<file path="src/rtl/snake_pkg.sv">
// Shared types and constants for the SPI frame committer and its cell buffer.
package snake_pkg;

  typedef enum logic [3:0] {
    S_IDLE,
    S_CMD,
    S_COUNT,
    S_X,
    S_Y,
    S_TILE,
    S_WAIT_END,
    S_DROP,
    S_PENDING,
    S_COMMIT,
    S_CLEAR
  } state_e;

  localparam logic [7:0] CMD_WRITE = 8'h01;
  localparam logic [7:0] CMD_CLEAR = 8'h02;

  localparam int unsigned DEF_GRID_W = 32;
  localparam int unsigned DEF_GRID_H = 24;

  // Raw bytes as received; tile is narrowed to TILE_W only when written to RAM.
  typedef struct packed {
    logic [7:0] x;
    logic [7:0] y;
    logic [7:0] tile;
  } cell_t;

  function automatic logic in_grid(input logic [7:0] x, input logic [7:0] y,
                                   input int unsigned gw, input int unsigned gh);
    return ({24'd0, x} < gw) && ({24'd0, y} < gh);
  endfunction

endpackage

</file>
<file path="src/rtl/spi_frame_committer_fifo.sv">
// Synchronous first-word-fall-through FIFO holding the cell updates of one frame.
module cell_fifo
  import snake_pkg::*;
#(
  parameter int unsigned DEPTH = 8
) (
  input  logic  clk,
  input  logic  rst_n,
  input  logic  push,
  input  cell_t din,
  input  logic  pop,
  input  logic  flush,
  output cell_t dout,
  output logic  full,
  output logic  empty
);

  localparam int unsigned PW = (DEPTH > 1) ? $clog2(DEPTH) : 1;
  localparam int unsigned CW = $clog2(DEPTH + 1);

  cell_t          mem_q [DEPTH];
  logic [PW-1:0]  wr_q, rd_q;
  logic [CW-1:0]  cnt_q;
  logic           do_push, do_pop;

  assign do_push = push && !full;
  assign do_pop  = pop && !empty;
  assign full    = (cnt_q == CW'(DEPTH));
  assign empty   = (cnt_q == '0);
  assign dout    = mem_q[rd_q];

  // Storage array; no reset needed since occupancy is tracked by cnt_q.
  always_ff @(posedge clk) begin
    if (do_push) mem_q[wr_q] <= din;
  end

  // Pointers and occupancy; flush empties the buffer in one cycle.
  always_ff @(posedge clk or negedge rst_n) begin
    if (!rst_n) begin
      wr_q  <= '0;
      rd_q  <= '0;
      cnt_q <= '0;
    end else if (flush) begin
      wr_q  <= '0;
      rd_q  <= '0;
      cnt_q <= '0;
    end else begin
      if (do_push) wr_q <= (wr_q == PW'(DEPTH - 1)) ? '0 : wr_q + 1'b1;
      if (do_pop)  rd_q <= (rd_q == PW'(DEPTH - 1)) ? '0 : rd_q + 1'b1;
      cnt_q <= cnt_q + CW'(do_push) - CW'(do_pop);
    end
  end

endmodule

</file>
<file path="src/rtl/spi_frame_committer.sv">
// Parses CS-framed SPI commands, buffers cell updates and commits them to the
// tile RAM only during vertical blanking.
module spi_frame_committer
  import snake_pkg::*;
#(
  parameter int unsigned GRID_W    = DEF_GRID_W,
  parameter int unsigned GRID_H    = DEF_GRID_H,
  parameter int unsigned MAX_CELLS = 8,
  parameter int unsigned TILE_W    = 4,
  parameter int unsigned ADDR_W    = 10
) (
  input  logic              clk,
  input  logic              reset,
  input  logic              cs,
  input  logic [7:0]        rx_byte,
  input  logic              rx_valid,
  input  logic              vblank,
  output logic              mem_we,
  output logic [ADDR_W-1:0] mem_addr,
  output logic [TILE_W-1:0] mem_wdata,
  output logic              busy,
  output logic              frame_done,
  output logic              frame_err,
  output logic [7:0]        frame_count
);

  localparam logic [ADDR_W:0] N_CELLS = (ADDR_W + 1)'(GRID_W * GRID_H);

  state_e            state_q, state_d, rx_st;
  logic [7:0]        cnt_q, cnt_d;
  logic [7:0]        x_q, x_d, y_q, y_d;
  logic              bad_q, bad_d;
  logic              clear_q, clear_d;
  logic              rej_q, rej_d;
  logic [ADDR_W:0]   clr_q, clr_d;

  logic              we_q, we_d;
  logic [ADDR_W-1:0] addr_q, addr_d;
  logic [TILE_W-1:0] wdata_q, wdata_d;
  logic              busy_q, busy_d;
  logic              done_q, done_d;
  logic              err_q, err_d;
  logic [7:0]        count_q, count_d;

  logic              push, pop, flush, fifo_full, fifo_empty;
  cell_t             push_cell, head;
  logic [ADDR_W-1:0] head_addr;

  assign push_cell = '{x: x_q, y: y_q, tile: rx_byte};
  assign head_addr = ADDR_W'(head.y) * ADDR_W'(GRID_W) + ADDR_W'(head.x);

  cell_fifo #(.DEPTH(MAX_CELLS)) u_fifo (
    .clk   (clk),
    .rst_n (reset),
    .push  (push),
    .din   (push_cell),
    .pop   (pop),
    .flush (flush),
    .dout  (head),
    .full  (fifo_full),
    .empty (fifo_empty)
  );

  // Frame parser, commit/clear sequencer and output next-state logic.
  always_comb begin
    state_d = state_q;
    rx_st   = state_q;
    cnt_d   = cnt_q;
    x_d     = x_q;
    y_d     = y_q;
    bad_d   = bad_q;
    clear_d = clear_q;
    rej_d   = rej_q;
    clr_d   = clr_q;
    push    = 1'b0;
    pop     = 1'b0;
    flush   = 1'b0;
    we_d    = 1'b0;
    addr_d  = addr_q;
    wdata_d = wdata_q;
    done_d  = 1'b0;
    err_d   = 1'b0;

    case (state_q)
      S_IDLE: begin
        if (cs && !rej_q) begin
          state_d = S_CMD;
          bad_d   = 1'b0;
          clear_d = 1'b0;
        end
      end
      S_CMD, S_COUNT, S_X, S_Y, S_TILE, S_WAIT_END: begin
        // The byte is consumed first so a cs fall in the same cycle sees the
        // post-byte state when deciding between pending and drop.
        if (rx_valid) begin
          case (state_q)
            S_CMD: begin
              if (rx_byte == CMD_WRITE) rx_st = S_COUNT;
              else if (rx_byte == CMD_CLEAR) begin
                rx_st   = S_WAIT_END;
                clear_d = 1'b1;
              end else rx_st = S_DROP;
            end
            S_COUNT: begin
              if (rx_byte != 8'd0 && {24'd0, rx_byte} <= MAX_CELLS) begin
                cnt_d = rx_byte;
                rx_st = S_X;
              end else rx_st = S_DROP;
            end
            S_X: begin
              x_d   = rx_byte;
              rx_st = S_Y;
            end
            S_Y: begin
              y_d   = rx_byte;
              rx_st = S_TILE;
            end
            S_TILE: begin
              if (in_grid(x_q, y_q, GRID_W, GRID_H)) push = 1'b1;
              else bad_d = 1'b1;
              cnt_d = cnt_q - 8'd1;
              rx_st = (cnt_q == 8'd1) ? S_WAIT_END : S_X;
            end
            default: bad_d = 1'b1;
          endcase
        end
        if (!cs) rx_st = (rx_st == S_WAIT_END && !bad_d) ? S_PENDING : S_DROP;
        state_d = rx_st;
      end
      S_DROP: begin
        flush = 1'b1;
        if (!cs) state_d = S_IDLE;
      end
      S_PENDING: begin
        if (vblank) begin
          state_d = clear_q ? S_CLEAR : S_COMMIT;
          clr_d   = '0;
        end
      end
      S_COMMIT: begin
        if (fifo_empty) begin
          state_d = S_IDLE;
          done_d  = 1'b1;
        end else if (vblank) begin
          pop     = 1'b1;
          we_d    = 1'b1;
          addr_d  = head_addr;
          wdata_d = TILE_W'(head.tile);
        end
      end
      S_CLEAR: begin
        if (clr_q == N_CELLS) begin
          state_d = S_IDLE;
          done_d  = 1'b1;
        end else if (vblank) begin
          we_d    = 1'b1;
          addr_d  = clr_q[ADDR_W-1:0];
          wdata_d = '0;
          clr_d   = clr_q + 1'b1;
        end
      end
      default: state_d = S_IDLE;
    endcase

    if (state_d == S_DROP && state_q != S_DROP) err_d = 1'b1;

    // A transaction seen while busy is remembered until its cs fall, which
    // also keeps it from reaching the parser once the commit finishes.
    if (cs && (state_q inside {S_PENDING, S_COMMIT, S_CLEAR})) rej_d = 1'b1;
    if (rej_q && !cs) begin
      rej_d = 1'b0;
      err_d = 1'b1;
    end

    busy_d  = state_d inside {S_PENDING, S_COMMIT, S_CLEAR};
    count_d = count_q + {7'd0, done_d};
  end

  // All state and registered outputs.
  always_ff @(posedge clk or negedge reset) begin
    if (!reset) begin
      state_q <= S_IDLE;
      cnt_q   <= '0;
      x_q     <= '0;
      y_q     <= '0;
      bad_q   <= 1'b0;
      clear_q <= 1'b0;
      rej_q   <= 1'b0;
      clr_q   <= '0;
      we_q    <= 1'b0;
      addr_q  <= '0;
      wdata_q <= '0;
      busy_q  <= 1'b0;
      done_q  <= 1'b0;
      err_q   <= 1'b0;
      count_q <= '0;
    end else begin
      state_q <= state_d;
      cnt_q   <= cnt_d;
      x_q     <= x_d;
      y_q     <= y_d;
      bad_q   <= bad_d;
      clear_q <= clear_d;
      rej_q   <= rej_d;
      clr_q   <= clr_d;
      we_q    <= we_d;
      addr_q  <= addr_d;
      wdata_q <= wdata_d;
      busy_q  <= busy_d;
      done_q  <= done_d;
      err_q   <= err_d;
      count_q <= count_d;
    end
  end

  assign mem_we      = we_q;
  assign mem_addr    = addr_q;
  assign mem_wdata   = wdata_q;
  assign busy        = busy_q;
  assign frame_done  = done_q;
  assign frame_err   = err_q;
  assign frame_count = count_q;

endmodule

</file>
<file path="config.mk">
export PLATFORM = sky130hd
export DESIGN_NAME = spi_frame_committer
export DESIGN_NICKNAME = d
export VERILOG_FILES = /design/src/rtl/snake_pkg.sv /design/src/rtl/spi_frame_committer_fifo.sv /design/src/rtl/spi_frame_committer.sv
export SDC_FILE = /design/constraint.sdc
export NUM_CORES = 1
export LEC_CHECK = 0
export CAP_MARGIN = 20
export CORE_MARGIN = 5
export CORE_UTILIZATION = 50
export CTS_CLUSTER_SIZE = 28
export DETAILED_ROUTE_END_ITERATION = 16
export PLACE_DENSITY = 0.7
export RECOVER_POWER = 100
export REMOVE_ABC_BUFFERS = 1
export SKIP_LAST_GASP = 1
export SYNTH_ARGS = -nofsm -noshare
export SYNTH_HDL_FRONTEND = slang
export SYNTH_HIERARCHICAL = 1
export SYNTH_SLANG_ARGS = --single-unit
</file>
<file path="constraint.sdc">
create_clock -name clk -period 4.3 [get_ports clk]
set_clock_uncertainty 0.2 [all_clocks]
set_input_delay 1.075 -clock clk [delete_from_list [all_inputs] [get_ports clk]]
set_output_delay 1.075 -clock clk [all_outputs]
set_load 0.05 [all_outputs]
</file>
==> out/metrics.yaml, run 1 <==
hold_fails_final_rpt: 0
num-nets-final: 740
relSlewSlack_pct: 4.58
status: "complete, no violations"
cp.required_ps: 4210
fin_setup_tns_ps: 0
die_w_um: 148
num_io_pins: 39
place.detailed.instances: 914
die_area_um2: 21800
rsz0062_at_grt: "false"
setup.reg_to_reg.worst_slack_ps: 720
wl_per_cell_um: 20.6
share_of_post_route_cells_with_drive_strength_above_1_pct: 17.3
routed-via-count: 5598
ant_nets: 0
clk_pin_slew_ps: 60
capturing_instance_or_port_of_the_critical_path: "u_fifo/mem_q[6][16]"
holdBufCountCts: 0
critPathKind: "in2reg"
post-route-min-period_ps: 3700
critPathArrivalTime_ps: 3610
drt_drc_violations_left: 0
maxCapViolations: 0
crit_path_cell_trace: "dlygate4sd3_1 > nand2_1 > nor2_1 > nand2_1 > nor3_1 > clkbuf_1"
routability_congestion_estimate_from_global_placement: 0.858
grtUsageTotal_pct: 18.5
synthesis.yosys.warnings: 6
syn_area_um2: 9480
drtPass1Iterations: 5
worst_ir_drop_vdd_uv: 369
cts.repair_timing.setup_buffer_count: 0
post_route_cell_area_um2: 10800
cp_max_fo: 17
worst_setup_sp_type: "input pin"
die_h_um: 148
floorplan.initialDensity_pct: 50.7
dp_hpwl_um: 13100
design.core.area_um2: 18700
port-buffer-count: 38
worst-slew-pin-transition_ps: 1430
setup_viol_count_final: 0
drt-total-wl_um: 19700
clkSinkCount: 214
worst_r2r_path_depth: 6
crit_cells: 6
max-clock-path-buffers: 3
layout-area-overhead-vs-synth_pct: 14.2
placedInstanceArea_um2: 10200
cts_tree: "built"
tritoncts.num_buffers: 23
final-max-slew-violation-count: 0
critPathSlowestCell: "sky130_fd_sc_hd__clkbuf_1"
critical_path.most_common_cell: "sky130_fd_sc_hd__nand2_1"
overflow: 0
clock.fmax_ghz: 0.271
clock_latency_at_the_later_pin_of_the_worst_skew_pair_ps: 500
grt_max_degree: 57
timing.hold.worst_path_depth: 1
ctsResizeCount: 0
count_of_non_filler_cells_in_the_finished_layout: 957
synthesized_area_divided_by_synthesized_cell_count_um2: 14.6
power.density_cell_area_nw_per_um2: 525
ctsRootBufferMaster: "sky130_fd_sc_hd__clkbuf_16"
cells_after_synth: 650
critical_path.reg2reg.endpoint: "u_fifo/mem_q[6][16]"
grt_pass1_vias: 5786
worstSetupEndpointType: "flip-flop"
grt_first_pass_wirelength_um: 31900
timing.hold.worst.class: "reg2reg"
rows: 50
routed_via_density: 5.85
critical_path.n_buffers_inverters: 2
cts_htree_levels: 1
min_period_over_period_pct: 86.0
critical_path.startpoint: "rx_valid"
num_antenna_cells: 0
total_leakage_power_nw: 4.11
drt-initial-drc-count: 443
timing.critical_path.max_delay_family: "buffers and inverters"
antenna_found_initial: 0
rr_startpoint: "state_q[1]"
timing.critical_path.slowest_cell_delay_ps: 990
## power by group
part / internal (mW) / total, mW / switching (mW) / leakage (nW)
registers: 2.52 / 2.83 / 0.308 / 2.24
logic: 0.383 / 0.936 / 0.553 / 1.49
clock network: 1.13 / 1.92 / 0.789 / 0.374
## state kept, by name, summed over array words and instances (netlist names)
name and count:
u_fifo/wr_q 3, frame_count 8, cnt_q 8, mem_addr 10, mem_wdata 4, busy 1, rej_q 1, bad_q 1
frame_err 1, clr_q 11, state_q 4, x_q 8, u_fifo/rd_q 3, frame_done 1, y_q 8, clear_q 1
u_fifo/mem_q 136, mem_we 1, u_fifo/cnt_q 4
## worst min-delay path by stage
stage	startpoint	to
final	frame_count[7]	frame_count[7]
after global routing	frame_count[7]	frame_count[7]
after CTS	frame_count[7]	frame_count[7]
after detailed placement	frame_count[7]	frame_count[7]
after global placement	frame_count[7]	frame_count[7]
after floorplan	bad_q	bad_q
## layer usage
metal	up-vias	part of all wire, %	GRT usage, %	routed length, um
li1	2567	-	-	-
met1	2836	42	25.5	8360
met4	0	3.0	6.15	593
met3	34	4.9	2.85	958
met2	161	50	30.5	9770
met5	-	0	0	0
## area by class of cell
type,instances,area (um^2)
fillers,1458,7880
well taps,234,293
clock buffers,26,597
inverters,20,75.1
clock inverters,16,151
repair buffers,62,500
multi-input cells,385,3170
flip-flops and latches,214,6040
## worst register-to-register path: stages, from the launching register on
cell	delay [ps]
sky130_fd_sc_hd__dfrtp_1	600
sky130_fd_sc_hd__and4bb_1	540
sky130_fd_sc_hd__nand2_1	160
sky130_fd_sc_hd__nor2_1	260
sky130_fd_sc_hd__nand2_1	200
sky130_fd_sc_hd__nor3_1	230
sky130_fd_sc_hd__clkbuf_1	990
## through the flow
stage,setup slack [ps],utilization (%),hold slack [ps],power [mW]
floorplan,490,-,251,3.46
detailed placement,451,54.4,267,3.84
global route,374,57.9,284,5.96
CTS,877,58.4,278,5.77
finish,603,57.9,265,5.69
global placement,517,54.4,258,3.79
## placed cells by master, fill, tap and decap left out, types with 4 or more instances in the layout
cell,n
sky130_fd_sc_hd__edfxtp_1,136
sky130_fd_sc_hd__dfrtp_1,77
sky130_fd_sc_hd__nand2_1,49
sky130_fd_sc_hd__nor2_1,43
sky130_fd_sc_hd__o21ai_0,41
sky130_fd_sc_hd__dlygate4sd3_1,34
sky130_fd_sc_hd__mux4_2,34
sky130_fd_sc_hd__a21oi_1,27
sky130_fd_sc_hd__mux2_2,26
sky130_fd_sc_hd__clkbuf_16,23
sky130_fd_sc_hd__clkbuf_1,22
sky130_fd_sc_hd__inv_1,20
sky130_fd_sc_hd__ha_1,19
sky130_fd_sc_hd__nand3_1,14
sky130_fd_sc_hd__nor3_1,13
sky130_fd_sc_hd__xor2_1,11
sky130_fd_sc_hd__nor2b_1,10
sky130_fd_sc_hd__clkinv_2,8
sky130_fd_sc_hd__nand2b_1,7
sky130_fd_sc_hd__xnor2_1,7
sky130_fd_sc_hd__mux2_4,7
sky130_fd_sc_hd__nand4b_1,5
sky130_fd_sc_hd__or4_1,4
sky130_fd_sc_hd__nor4_1,4
sky130_fd_sc_hd__nand4_1,4
sky130_fd_sc_hd__a211o_1,4
sky130_fd_sc_hd__and3_1,4
No activity file was read; power rests on OpenSTA's default activity.
==> run 2, diff against run 1 <==
--- a/config.mk
+++ b/config.mk
@@ -5,11 +5,11 @@
 export SDC_FILE = /design/constraint.sdc
 export NUM_CORES = 1
 export LEC_CHECK = 0
-export CAP_MARGIN = 20
-export CORE_MARGIN = 5
+export CAP_MARGIN = 30
 export CORE_UTILIZATION = 50
 export CTS_CLUSTER_SIZE = 28
 export DETAILED_ROUTE_END_ITERATION = 16
+export HOLD_SLACK_MARGIN = 0.1
 export PLACE_DENSITY = 0.7
 export RECOVER_POWER = 100
 export REMOVE_ABC_BUFFERS = 1
==> out/metrics.yaml, run 2 (synthesis gave the netlist of run 1 again) <==
critPathKind: "reg2reg"
worstSetupEndpointType: "flip-flop"
routed_via_density: 5.96
relSlewSlack_pct: -8.00
grt_pass1_vias: 5818
worst_setup_sp_type: "flip-flop"
total_leakage_power_nw: 4.11
rsz0062_at_grt: "false"
min_period_over_period_pct: 86.6
failing_checks: "max-capacitance violations, max-slew violations"
critPathArrivalTime_ps: 3620
timing.hold.worst.class: "reg2reg"
floorplan.initialDensity_pct: 51.9
clock_latency_at_the_later_pin_of_the_worst_skew_pair_ps: 490
maxCapViolations: 3
cts_htree_levels: 1
num_antenna_cells: 0
drtPass1Iterations: 5
mostFrequentLayoutCells: "sky130_fd_sc_hd__edfxtp_1 (136), sky130_fd_sc_hd__dfrtp_1 (77), sky130_fd_sc_hd__nand2_1 (49)"
cts_tree: "built"
design.core.area_um2: 18300
fin_setup_tns_ps: 0
regMostFlops: "u_fifo/mem_q"
layout-area-overhead-vs-synth_pct: 14.2
status: "finished with violations"
clock.fmax_ghz: 0.269
grt_first_pass_wirelength_um: 31500
place.detailed.instances: 905
die_h_um: 140
cts.repair_timing.setup_buffer_count: 0
ctsRootBufferMaster: "sky130_fd_sc_hd__clkbuf_16"
hold_fails_final_rpt: 0
dp_hpwl_um: 12700
grtUsageTotal_pct: 21.0
worst-slew-pin-transition_ps: 1620
die_w_um: 140
top_usage_layer: "met2"
num_io_pins: 39
worst_ir_drop_vdd_uv: 441
wl_per_cell_um: 20.8
largest_reg_flops: 136
overflow: 0
clkSinkCount: 214
tritoncts.num_buffers: 23
routed-via-count: 5643
met2_resource_use_gr_pct: 35.3
final-max-slew-violation-count: 109
clk_pin_slew_ps: 60
ctsResizeCount: 0
share_of_post_route_cells_with_drive_strength_above_1_pct: 17.8
cp_max_fo: 19
grtUsageMet3_pct: 3.65
num-nets-final: 736
grt_max_degree: 62
die_area_um2: 19500
count_of_non_filler_cells_in_the_finished_layout: 947
drt_drc_violations_left: 0
cp.required_ps: 4200
rows: 49
max-clock-path-buffers: 3
layout_commonest_cell: "sky130_fd_sc_hd__edfxtp_1"
grt_util_met1_pct: 28.3
power.density_cell_area_nw_per_um2: 532
post-route-min-period_ps: 3720
antenna_found_initial: 0
ant_nets: 0
drt-initial-drc-count: 499
drt-total-wl_um: 19700
holdBufCountCts: 0
routability_congestion_estimate_from_global_placement: 0.851
setup_viol_count_final: 0
port-buffer-count: 38
-- run 2: per-stage QoR --
| step | utilization [%] | total power, mW | hold slack (ps) | worst slack, ps | cell area [um^2] |
|---|---|---|---|---|---|
| 6_report | 59.2 | 5.76 | 276 | 576 | 10800 |
| 5_1_grt | 59.2 | 6.01 | 297 | 362 | 10800 |
| 4_1_cts | 59.8 | 5.82 | 238 | 823 | 10900 |
| 3_5_place_dp | 55.6 | 3.83 | 273 | 442 | 10200 |
| 3_3_place_gp | 55.4 | 3.76 | 259 | 589 | 10100 |
| 2_1_floorplan | - | 3.46 | 251 | 490 | 9300 |
-- run 2: report_power, final --
part | switching (mW) | internal [mW] | total [mW]
clock | 0.776 | 1.21 | 1.99
sequential | 0.300 | 2.52 | 2.82
combinational | 0.565 | 0.387 | 0.952
-- run 2: per-layer routing --
metal  vias up  share of wire, %
met5         -                 0
met4         0               2.0
met3        30               5.0
met2       163                50
met1      2898                43
li1       2552                 -
-- run 2: worst max-delay path, cell delays in order (launching register included) --
cell                       delay (ps)
sky130_fd_sc_hd__dfrtp_1          620
sky130_fd_sc_hd__and4bb_1         510
sky130_fd_sc_hd__nand2_1          160
sky130_fd_sc_hd__nor2_1           340
sky130_fd_sc_hd__nand2_1          230
sky130_fd_sc_hd__nor3_1           230
sky130_fd_sc_hd__clkbuf_1        1020
-- run 2: worst paths after layout --
path                             start                  to  cells after the start  slack [ps]
setup / recovery            state_q[1]  u_fifo/mem_q[6][2]                      6         580
hold / removal             mem_addr[1]         mem_addr[1]                      2         280
setup reg to reg            state_q[1]  u_fifo/mem_q[6][2]                      6         580
hold reg to reg            mem_addr[1]         mem_addr[1]                      2         280
max in group asynchronous        reset      u_fifo/rd_q[1]                      2        1200
min in group asynchronous        reset                busy                      1         490
-- run 2: cell type report --
class,instances,area [um^2]
multi-input cells,385,3180
fillers,1375,7450
repair buffers,58,469
well taps,229,287
clock inverters,14,151
inverters,20,75.1
flip-flops and latches,214,6040
clock buffers,27,621
